===== src/rtl/vector_line_draw.sv =====
// Vector beam line drawer: accepts a segment, settles on the start point, then
// walks the Bresenham points toward the end point, holding each for STEP_DIV cycles.
module vector_line_draw #(
  parameter int unsigned STEP_DIV   = 40,
  parameter int unsigned SETTLE_CYC = 200
) (
  input  logic       clk,
  input  logic       rst,
  input  logic       seg_valid,
  output logic       seg_ready,
  input  logic [7:0] seg_x0,
  input  logic [7:0] seg_y0,
  input  logic [7:0] seg_x1,
  input  logic [7:0] seg_y1,
  output logic [7:0] xch,
  output logic [7:0] ych,
  output logic       pt_strobe,
  output logic       busy
);

  localparam logic [15:0] SETTLE_LD = 16'(SETTLE_CYC - 1);
  localparam logic [15:0] STEP_LD   = 16'(STEP_DIV - 1);

  typedef enum logic [1:0] {IDLE, SETTLE, DRAW} state_t;

  state_t             state_q, state_d;
  logic [15:0]        cnt_q, cnt_d;
  logic [7:0]         x_q, x_d, y_q, y_d;
  logic [7:0]         xe_q, xe_d, ye_q, ye_d;
  logic signed [11:0] dx_q, dx_d, dy_q, dy_d, err_q, err_d;
  logic signed [11:0] e2;
  logic               sx_q, sx_d, sy_q, sy_d;
  logic               strobe_q, strobe_d;
  logic [7:0]         adx, ady;

  function automatic logic [7:0] abs_diff(input logic [7:0] a, input logic [7:0] b);
    return (a >= b) ? (a - b) : (b - a);
  endfunction

  // Coordinates only ever move toward the end point, so this never wraps.
  function automatic logic [7:0] step_coord(input logic [7:0] c, input logic up);
    return up ? (c + 8'd1) : (c - 8'd1);
  endfunction

  always_comb begin
    state_d  = state_q;
    cnt_d    = cnt_q;
    x_d      = x_q;
    y_d      = y_q;
    xe_d     = xe_q;
    ye_d     = ye_q;
    dx_d     = dx_q;
    dy_d     = dy_q;
    err_d    = err_q;
    sx_d     = sx_q;
    sy_d     = sy_q;
    strobe_d = 1'b0;
    adx      = abs_diff(seg_x1, seg_x0);
    ady      = abs_diff(seg_y1, seg_y0);
    e2       = err_q <<< 1;
    case (state_q)
      IDLE: begin
        if (seg_valid) begin
          state_d = SETTLE;
          cnt_d   = SETTLE_LD;
          x_d     = seg_x0;
          y_d     = seg_y0;
          xe_d    = seg_x1;
          ye_d    = seg_y1;
          dx_d    = signed'({4'b0000, adx});
          dy_d    = -signed'({4'b0000, ady});
          sx_d    = (seg_x1 >= seg_x0);
          sy_d    = (seg_y1 >= seg_y0);
          err_d   = signed'({4'b0000, adx}) - signed'({4'b0000, ady});
        end
      end
      SETTLE: begin
        if (cnt_q == 16'd0) begin
          state_d  = DRAW;
          cnt_d    = STEP_LD;
          strobe_d = 1'b1;
        end else begin
          cnt_d = cnt_q - 16'd1;
        end
      end
      DRAW: begin
        if (cnt_q != 16'd0) begin
          cnt_d = cnt_q - 16'd1;
        end else if ((x_q == xe_q) && (y_q == ye_q)) begin
          state_d = IDLE;
        end else begin
          // Both axis updates use the same e2 and may apply in one step.
          if (e2 >= dy_q) begin
            err_d = err_d + dy_q;
            x_d   = step_coord(x_q, sx_q);
          end
          if (e2 <= dx_q) begin
            err_d = err_d + dx_q;
            y_d   = step_coord(y_q, sy_q);
          end
          cnt_d    = STEP_LD;
          strobe_d = 1'b1;
        end
      end
      default: state_d = IDLE;
    endcase
  end

  always_ff @(posedge clk) begin
    xe_q  <= xe_d;
    ye_q  <= ye_d;
    dx_q  <= dx_d;
    dy_q  <= dy_d;
    err_q <= err_d;
    sx_q  <= sx_d;
    sy_q  <= sy_d;
    if (rst) begin
      state_q  <= IDLE;
      cnt_q    <= 16'd0;
      x_q      <= 8'h80;
      y_q      <= 8'h80;
      strobe_q <= 1'b0;
    end else begin
      state_q  <= state_d;
      cnt_q    <= cnt_d;
      x_q      <= x_d;
      y_q      <= y_d;
      strobe_q <= strobe_d;
    end
  end

  assign xch       = x_q;
  assign ych       = y_q;
  assign pt_strobe = strobe_q;
  assign seg_ready = (state_q == IDLE);
  assign busy      = (state_q != IDLE);

endmodule


===== config.mk =====
export PLATFORM = sky130hd
export DESIGN_NAME = vector_line_draw
export DESIGN_NICKNAME = d
export VERILOG_FILES = /design/src/rtl/vector_line_draw.sv
export SDC_FILE = /design/constraint.sdc
export NUM_CORES = 1
export LEC_CHECK = 0
export CELL_PAD_IN_SITES_DETAIL_PLACEMENT = 0
export CELL_PAD_IN_SITES_GLOBAL_PLACEMENT = 1
export CORE_MARGIN = 5
export CORE_UTILIZATION = 50
export CTS_CLUSTER_SIZE = 30
export DETAILED_ROUTE_END_ITERATION = 8
export GPL_ROUTABILITY_DRIVEN = 0
export MAX_ROUTING_LAYER = met4
export PLACE_DENSITY = 0.88
export SLEW_MARGIN = 20
export SYNTH_ARGS = -nofsm -noshare
export SYNTH_HDL_FRONTEND = slang
export SYNTH_SLANG_ARGS = --single-unit

===== constraint.sdc =====
create_clock -name clk -period 9.1 [get_ports clk]
set_clock_uncertainty 0.15 [all_clocks]
set_input_delay 2.73 -clock clk [delete_from_list [all_inputs] [get_ports clk]]
set_output_delay 2.73 -clock clk [all_outputs]
set_load 0.03 [all_outputs]

==> metrics <==
Tcrit/Tclk final 81.3%; Synth Area per Inst 9.01 µm²; drt pass-1 iters 5; Synth Instances 835; # IOs 54; Pleak 0.00360 µW; Synth Area in Simple Gates 15.1%; drt via density 5.90; routed via count 6327; Reg2Reg Setup Slack 4.30 ns; CP arrival 7.28 ns; Reg2Reg Depth 17; Synth area leaders edfxtp_1 20%, ha_1 15%, dfxtp_1 9.3%; share of the synthesized area in the top cell type 19.6%; Post-Route Setup TNS 0 ns; later-pin clock latency in the skew report 0.34 ns; Port-buffer cells 53; antenna diode count 0; CTS clk-pin slew, worst paths 0.06 ns; reg-to-reg startpoint dy_q[1]; post-layout min period 7.39 ns; xor-xnor portion of the synthesized cell area 9.16%; MaxCap Viol Count 0; VDD IR-drop max 157 µV; Resized Gates After CTS 0; Slew Limit Fails 0; Synth area leader edfxtp_1; compound-cell area share of the yosys netlist 19.4%; vias in the first global route 6407; sequential fraction of the synthesis area 28.9%; HP Class flop to flop; slew at the pin with the worst max-slew slack 1.01 ns; pre-CTS WS 1.45 ns; crit path launch seg_x0[3]; Die Y 133 µm; # Post-CTS Setup Buffers 0; Max Fanout on Critical Path 12; clk sinks 84; asr flop ratio synth 0%; WS Path Type primary input to flop; Post-synth EDFFs 49; # rows 44; hold endpoint cnt_q[14]; grt ovf 0; Crit. End Element flop; Worst slew margin 32.4%; syn nets 970; most common cell in the synthesized netlist inv_1; reg-to-reg endpoint err_q[7]; Max H-tree Level 3; worst hold stages 2; mux cell area share after synthesis 3.86%; share of layout cells above drive strength 1 6.07%; ys flop type edfxtp_1; Final Hold Vio Count 0; endpoints failing setup 0; WP data required 8.99 ns; Hold Buf Count CTS 0; YS warnings 0; Area Growth Syn to Fin 13.1%; DRC violations left 0; Post-DRT Antenna Nets 0; wire per inst 17.4 µm; fill cell count 1255; Core ar. 0.0146 mm²; startpoint types primary input; 1st-iter DRT viols 353; status completed; pin count of the biggest net entering global routing 46; power density over the cells 369 mW/mm²; HP Start cnt_q[14]; Die Wd 133 µm; CTS tree done; Post-synth top cells 94 x inv_1, 91 x ha_1, 56 x nor2_1; clock tree root driver cell clkbuf_16; layout net count 1019; GR Util All Layers 21.9%; DRT Wirelength 18700 µm; post-synthesis cell area 0.00753 mm²; flops & latches, synth 84; initial antenna violation count 0; Die ar. 0.0176 mm²; Setup WS post-layout 1.71 ns; Post-Synth Adder-Cell Area 17.5%; Num CTS Buffers 9; Initial Utilization 51.4%; first-pass GRT wire length 30800 µm; Post-DP HPWL 14800 µm; unrepaired setup endpoints after global routing no; CTS Buffer Depth 2; largest family of logic cells by synthesized area compound AO/OA/AOI/OAI gates; distinct cell type count after synthesis 80; highest clock rate 135 MHz
worst max path at each step:
stage | cells past startpoint | slack, ns | to
2_1_floorplan | 18 | 2.66 | err_q[7]
3_3_place_gp | 16 | 1.58 | err_q[10]
3_5_place_dp | 16 | 1.45 | err_q[7]
4_1_cts | 16 | 1.79 | err_q[7]
5_1_grt | 16 | 1.37 | err_q[7]
6_report | 16 | 1.71 | err_q[7]
critical path, cell delays in order:
cell and delay (ns):
clkdlybuf4s50_1 0.51, inv_1 0.06, ha_1 0.45, and4_4 0.28, a2111oi_4 0.06, o31ai_2 0.88, mux2_2 0.47, ha_1 0.30
nor2b_1 0.13, o21ai_0 0.26, a21boi_0 0.17, o21ai_0 0.25, a21oi_1 0.13, o21ai_0 0.21, nor4b_1 0.28, a221oi_1 0.09
cell type report:
type	count	area [µm²]	area share, %
clock buffers	13	250	2.94
well taps	184	230	2.71
repair buffers	57	561	6.59
flip-flops and latches	84	2170	25.5
multi-input cells	638	4900	57.6
clock inverters	3	37.5	0.441
inverters	94	353	4.15
cells by family after synthesis:
| family | Yosys count |
|---|---|
| multiplexers | 28 |
| XOR/XNOR | 74 |
| flip-flops | 84 |
| adder cells (fa/ha/maj) | 100 |
| AND/OR/NAND/NOR | 224 |
| buffers and inverters | 113 |
| AO/OA/AOI/OAI | 212 |
state kept, by name, indices dropped and copies added (netlist names):
name	count
pt_strobe	1
ye_q	8
dy_q	12
state_q	2
ych	8
xe_q	8
err_q	11
sx_q	1
cnt_q	16
xch	8
dx_q	8
sy_q	1
stage by stage:
step                std cells  area [µm²]  utilization [%]  power [µW]  hold slack, ns
finish                   1073        8510             58.1        3140           0.374
global route             1073        8510             58.1        3420           0.400
floorplan                 835        7530                -        2260           0.317
global placement         1056        8210             56.1        2670           0.332
CTS                      1072        8500             58.0        3140           0.373
detailed placement       1056        8210             56.1        2760           0.347
per-layer routing:
metal / track usage (%) / vias to the layer above / part of all wire, %
met5: - / - / 0
met4: 8.20 / 0 / 2.8
met3: 2.92 / 41 / 3.9
met1: 27.0 / 3026 / 44
li1: - / 3089 / -
met2: 36.6 / 171 / 49
layout by cell type (no fill, tap or decap), types with 4 or more instances in the layout:
cell type | netlist | layout
mux2_2 | 8 | 8
o31ai_1 | 4 | 4
a21o_1 | 16 | 16
xor2_1 | 16 | 16
xnor2_1 | 54 | 54
a31oi_1 | 4 | 4
clkdlybuf4s50_1 | 0 | 53
o211ai_1 | 12 | 12
a22oi_1 | 4 | 4
nand3_1 | 19 | 19
buf_4 | 2 | 4
a211oi_1 | 12 | 12
a211o_1 | 5 | 5
nand2_1 | 54 | 54
a221oi_1 | 4 | 4
nand2b_1 | 10 | 10
fa_1 | 9 | 9
inv_1 | 94 | 94
o21ai_0 | 44 | 44
mux2i_1 | 20 | 20
o21a_1 | 5 | 5
nor2_1 | 56 | 56
nand4_1 | 13 | 13
edfxtp_1 | 49 | 49
nor2b_1 | 13 | 13
dfxtp_1 | 35 | 35
ha_1 | 91 | 90
a311oi_1 | 4 | 4
and3_1 | 10 | 10
o21bai_1 | 7 | 7
clkbuf_16 | 0 | 9
a21oi_1 | 53 | 53
nor3_1 | 18 | 18
power breakdown:
part	internal, µW	switching (µW)
clock	219	144
sequential	574	144
combinational	881	1180
(Power assumes the default switching activity.)
==> RTL edit 1, RTL diff (config.mk and constraints unchanged) <==
Re-encode `state_t` (3 states) as one-hot, 3 bits wide.
--- a/src/rtl/vector_line_draw.sv
+++ b/src/rtl/vector_line_draw.sv
@@ -23,3 +23,3 @@
 
-  typedef enum logic [1:0] {IDLE, SETTLE, DRAW} state_t;
+  typedef enum logic [2:0] {IDLE = 3'b001, SETTLE = 3'b010, DRAW = 3'b100} state_t;
 
Formal check against the unedited RTL: no difference found for any inputs over 10 cycles, from zero or initial values and one cycle with rst high; not proved beyond that.
==> RTL edit 1 against the unedited design <==
  * Final area decreased by 4.2%
  * Worst setup slack improved by 0.15 ns
  * Non-clock buffer count decreased by 2
  * Largest cell class unchanged
  * Maximum frequency increased by 2.1%
  * Utilization increased by 0.15 points
  * Routed wire length decreased by 6.9%
  * Sequential cell count increased by 1
  * Final cell count decreased by 3.6%
  * Critical path depth increased by 1
  * Area after synthesis decreased by 4.6%
Power is not compared: it rests on default switching activity, and its combinational part moved more than twofold at a synthesized area within 25%.
==> RTL edit 1: results (changes against the unedited design) <==
Parameter                              Value

Status
  Status    complete, no violations

Timing
  Slew Limit Headroom    21.0% (-11 points)
  Period utilization    79.6% (-1.7 points)
  Worst slack on hold paths    0.355 ns (-0.0195 ns)

Routing
  Count of vias placed by the detailed router    5938 (-6.1%)
  Average detailed-routed wire length per instance    16.9 µm (-3.4%)
  Iter 0 DRT Violations    360 (+2.0%)

Cells and area
  NonClk Buf Share    6.70% (+0.11 points)
  Layout Cells excl Fill    1034 (-3.6%)
  Share of post-route cells with drive strength above 1    5.15% (-0.92 points)
  Inverters, non-clock    78 (-17%)
  Total number of sequential cells    85 (+1.2%)
  Fraction of area in multi-input gates    56.7% (-0.98 points)
  Total of clock buffers placed in the layout    11 (-2)
  Fraction of standard cell area that is sequential    26.9% (+1.4 points)
  Number of nets at the end of the flow    981 (-3.7%)
  Multi-input combinational cell count    620 (-2.8%)
  Repair and plain buffers    55 (-3.5%)

Min path
  Beginning of the worst hold path    cnt_q[10]
  Worst-case hold path end point    cnt_q[10]

Place
  Hpwl dp    13.6 mm (-7.7%)
  Placement-stage cell area    0.00786 mm² (-4.3%)
  Worst slack, placed    1.63 ns (+0.179 ns)

Yosys
  Synth unique cells    70 (-13%)
  Most common library cells after synthesis    88 x ha_1, 78 x inv_1, 70 x nor2_1, 58 x nand2_1, 53 x o21ai_0
  Syn Nets    934 (-3.7%)
  Area share of fa/ha/maj cells after synthesis    17.8% (+0.33 points)
  XOR/XNOR Fraction of Synth Area    8.54% (-0.62 points)
  Synthesized-area fraction occupied by ao, oa, aoi and oai cells    19.0% (-0.44 points)

Global routing
  Overall fraction of global-route tracks in use    21.6% (-0.26 points)
  Wire length of the first global-routing pass    28.4 mm (-7.7%)
  Maximum number of pins on one net before global-route repair    42 (-8.7%)

Critical path
  CP peak stage delay    0.58 ns (-0.30 ns)
  Reg-to-Reg Start    err_q[1]
  Number of cells on the worst reg-to-reg path    18 (+1)
  Worst R2R End    err_q[10]
  Worst Setup SP    seg_y0[1]
  Crit Path Max Fanout    9 (-3)
  Worst reg-to-reg setup slack    3.13 ns (-1.17 ns)
-- RTL edit 1: cells by family (layout without fill, tap and decap cells) --
kind of cell               after synthesis  after routing
and+or+nand+nor                        227            227
AOI/OAI and AO/OA                      205            205
adders and majority gates               97             97
buffers and inverters                   97            149
DFF                                     85             85
xor gates and xnor gates                70             70
muxes                                   21             21
-- RTL edit 1: worst reg2reg max path, stage by stage (launching register included) --
cell      delay [ns]
edfxtp_1        0.48
ha_1            0.32
o21ai_0         0.15
a21oi_1         0.06
nor3_1          0.14
o21ai_0         0.21
a31oi_4         0.61
mux2_2          0.44
ha_1            0.22
fa_1            0.41
a21oi_1         0.18
nor2b_1         0.09
o21ai_0         0.30
a21oi_1         0.15
o311ai_0        0.97
nor4b_1         0.12
nor4_1          0.41
xor2_1          0.19
o21ai_0         0.09
-- RTL edit 1: how the worst max path moves through the flow --
| stage | endpoint | cells past startpoint |
|---|---|---|
| 5_1_grt | err_q[7] | 17 |
| 4_1_cts | err_q[7] | 17 |
| 6_report | err_q[7] | 17 |
| 3_5_place_dp | err_q[7] | 17 |
| 3_3_place_gp | err_q[7] | 18 |
| 2_1_floorplan | err_q[7] | 19 |
-- RTL edit 1: layer usage --
layer,share of wire (%),GRT usage (%)
met1,44,26.5
met2,50,37.0
met3,4.4,4.01
met4,1.5,5.38
met5,0,-
-- RTL edit 1: power groups by stage --
| stage | combinational (mW) | sequential [mW] | clock, mW |
|---|---|---|---|
| 6_report | 0.964 | 0.543 | 0.352 |
| 3_5_place_dp | 0.945 | 0.550 | 0 |
| 2_1_floorplan | 0.717 | 0.542 | 0 |
| 4_1_cts | 0.953 | 0.542 | 0.359 |
| 5_1_grt | 1.07 | 0.548 | 0.374 |
| 3_3_place_gp | 0.908 | 0.548 | 0 |
==> RTL edit 2, RTL diff (config.mk and constraints unchanged) <==
Without the edit above. `STEP_DIV`: 40 -> 20.
--- a/src/rtl/vector_line_draw.sv
+++ b/src/rtl/vector_line_draw.sv
@@ -3,3 +3,3 @@
 module vector_line_draw #(
-  parameter int unsigned STEP_DIV   = 40,
+  parameter int unsigned STEP_DIV   = 20,
   parameter int unsigned SETTLE_CYC = 200
Check against the original RTL: same outputs for any inputs over 10 cycles, from zero or initial values and one cycle with rst high; that may be too few to reach the edited logic, so the function may still have changed.
==> RTL edit 2 against the unedited design <==
  * Routed wire length is 7.3% lower
  * Global-route usage about the same
  * Worst setup slack better by 0.31 ns
  * Sequential cell count unchanged
  * Area after synthesis shrank 4.7%
  * Count of clock-buffer cells in the layout is 2 lower
  * Final area shrank 3.5%
  * Power grew 1.0%
==> RTL edit 2: results (changes against the unedited design) <==
Parameter                              Value

Status
  Status    complete, no violations

Power and ir drop
  Logic pwr share    65.1% (-0.5 points)
  Switching power share of the total    47.5% (+0.72 points)
  Net Sw Power    1.51 mW (+2.6%)
  Leak    3.58 nW (-0.59%)

Place
  Number of placed instances with taps included    1006 (-4.7%)
  Worst slack, placed    1.66 ns (+0.206 ns)
  Hpwl dp    13.7 mm (-6.9%)

Routing
  WL met3    706 µm (-2.2%)
  Final Routed Wirelength    17.3 mm (-7.3%)
  Iter 0 DRT Violations    294 (-17%)
  Average detailed-routed wire length per instance    17.0 µm (-2.7%)

Critical path
  Reg-to-Reg Start    err_q[9]
  Worst Setup SP    seg_y0[1]
  Crit-path slowest cell    clkdlybuf4s50_1

Yosys
  Syn Nets    919 (-5.3%)
  Synthesized instance count    784 (-6.1%)
  Sequential fraction of the synthesis area    30.3% (+1.4 points)

Global routing
  Fraction of met3 tracks used by global routing    3.60% (+0.68 points)
  Wire length of the first global-routing pass    28.5 mm (-7.6%)
  Overall fraction of global-route tracks in use    21.9% (+0.026 points)
  Global-route met2 utilization    38.0% (+1.4 points)
  Vias in the first global route    5925 (-7.5%)

Cells and area
  Number of nets at the end of the flow    972 (-4.6%)
  Share of post-route cells with drive strength above 1    5.23% (-0.85 points)

Min path
  Beginning of the worst hold path    cnt_q[1]
  Worst-case hold path end point    cnt_q[1]

Timing
  Worst slack on hold paths    0.322 ns (-0.0527 ns)
  Transition time of the tightest slew-check pin    1.14 ns (+0.137 ns)
[RTL edit 2: changes by cell type after synthesis, moves of 9 or more]
cell,before,now
inv_1,94,85
nand2_1,54,41
nand4_1,13,4
nor2_1,56,67
xnor2_1,54,43
xor2_1,16,34
[RTL edit 2: logic make-up (layout without fill, tap and decap cells)]
family | Yosys count | in the layout | synth area share [%]
muxes | 29 | 29 | 4.10
AOI/OAI and AO/OA | 203 | 203 | 19.3
xor gates and xnor gates | 78 | 78 | 9.63
DFF | 84 | 84 | 30.3
adders and majority gates | 100 | 100 | 18.4
buffers and inverters | 101 | 159 | 5.43
and+or+nand+nor | 189 | 189 | 12.9
[RTL edit 2: cell type report]
cell class              instances  area share [%]
inverters                      86            3.93
flip-flops and latches         84            26.5
clock inverters                 5           0.716
multi-input cells             599            56.2
clock buffers                  11            3.08
well taps                     180            2.74
repair buffers                 57            6.83
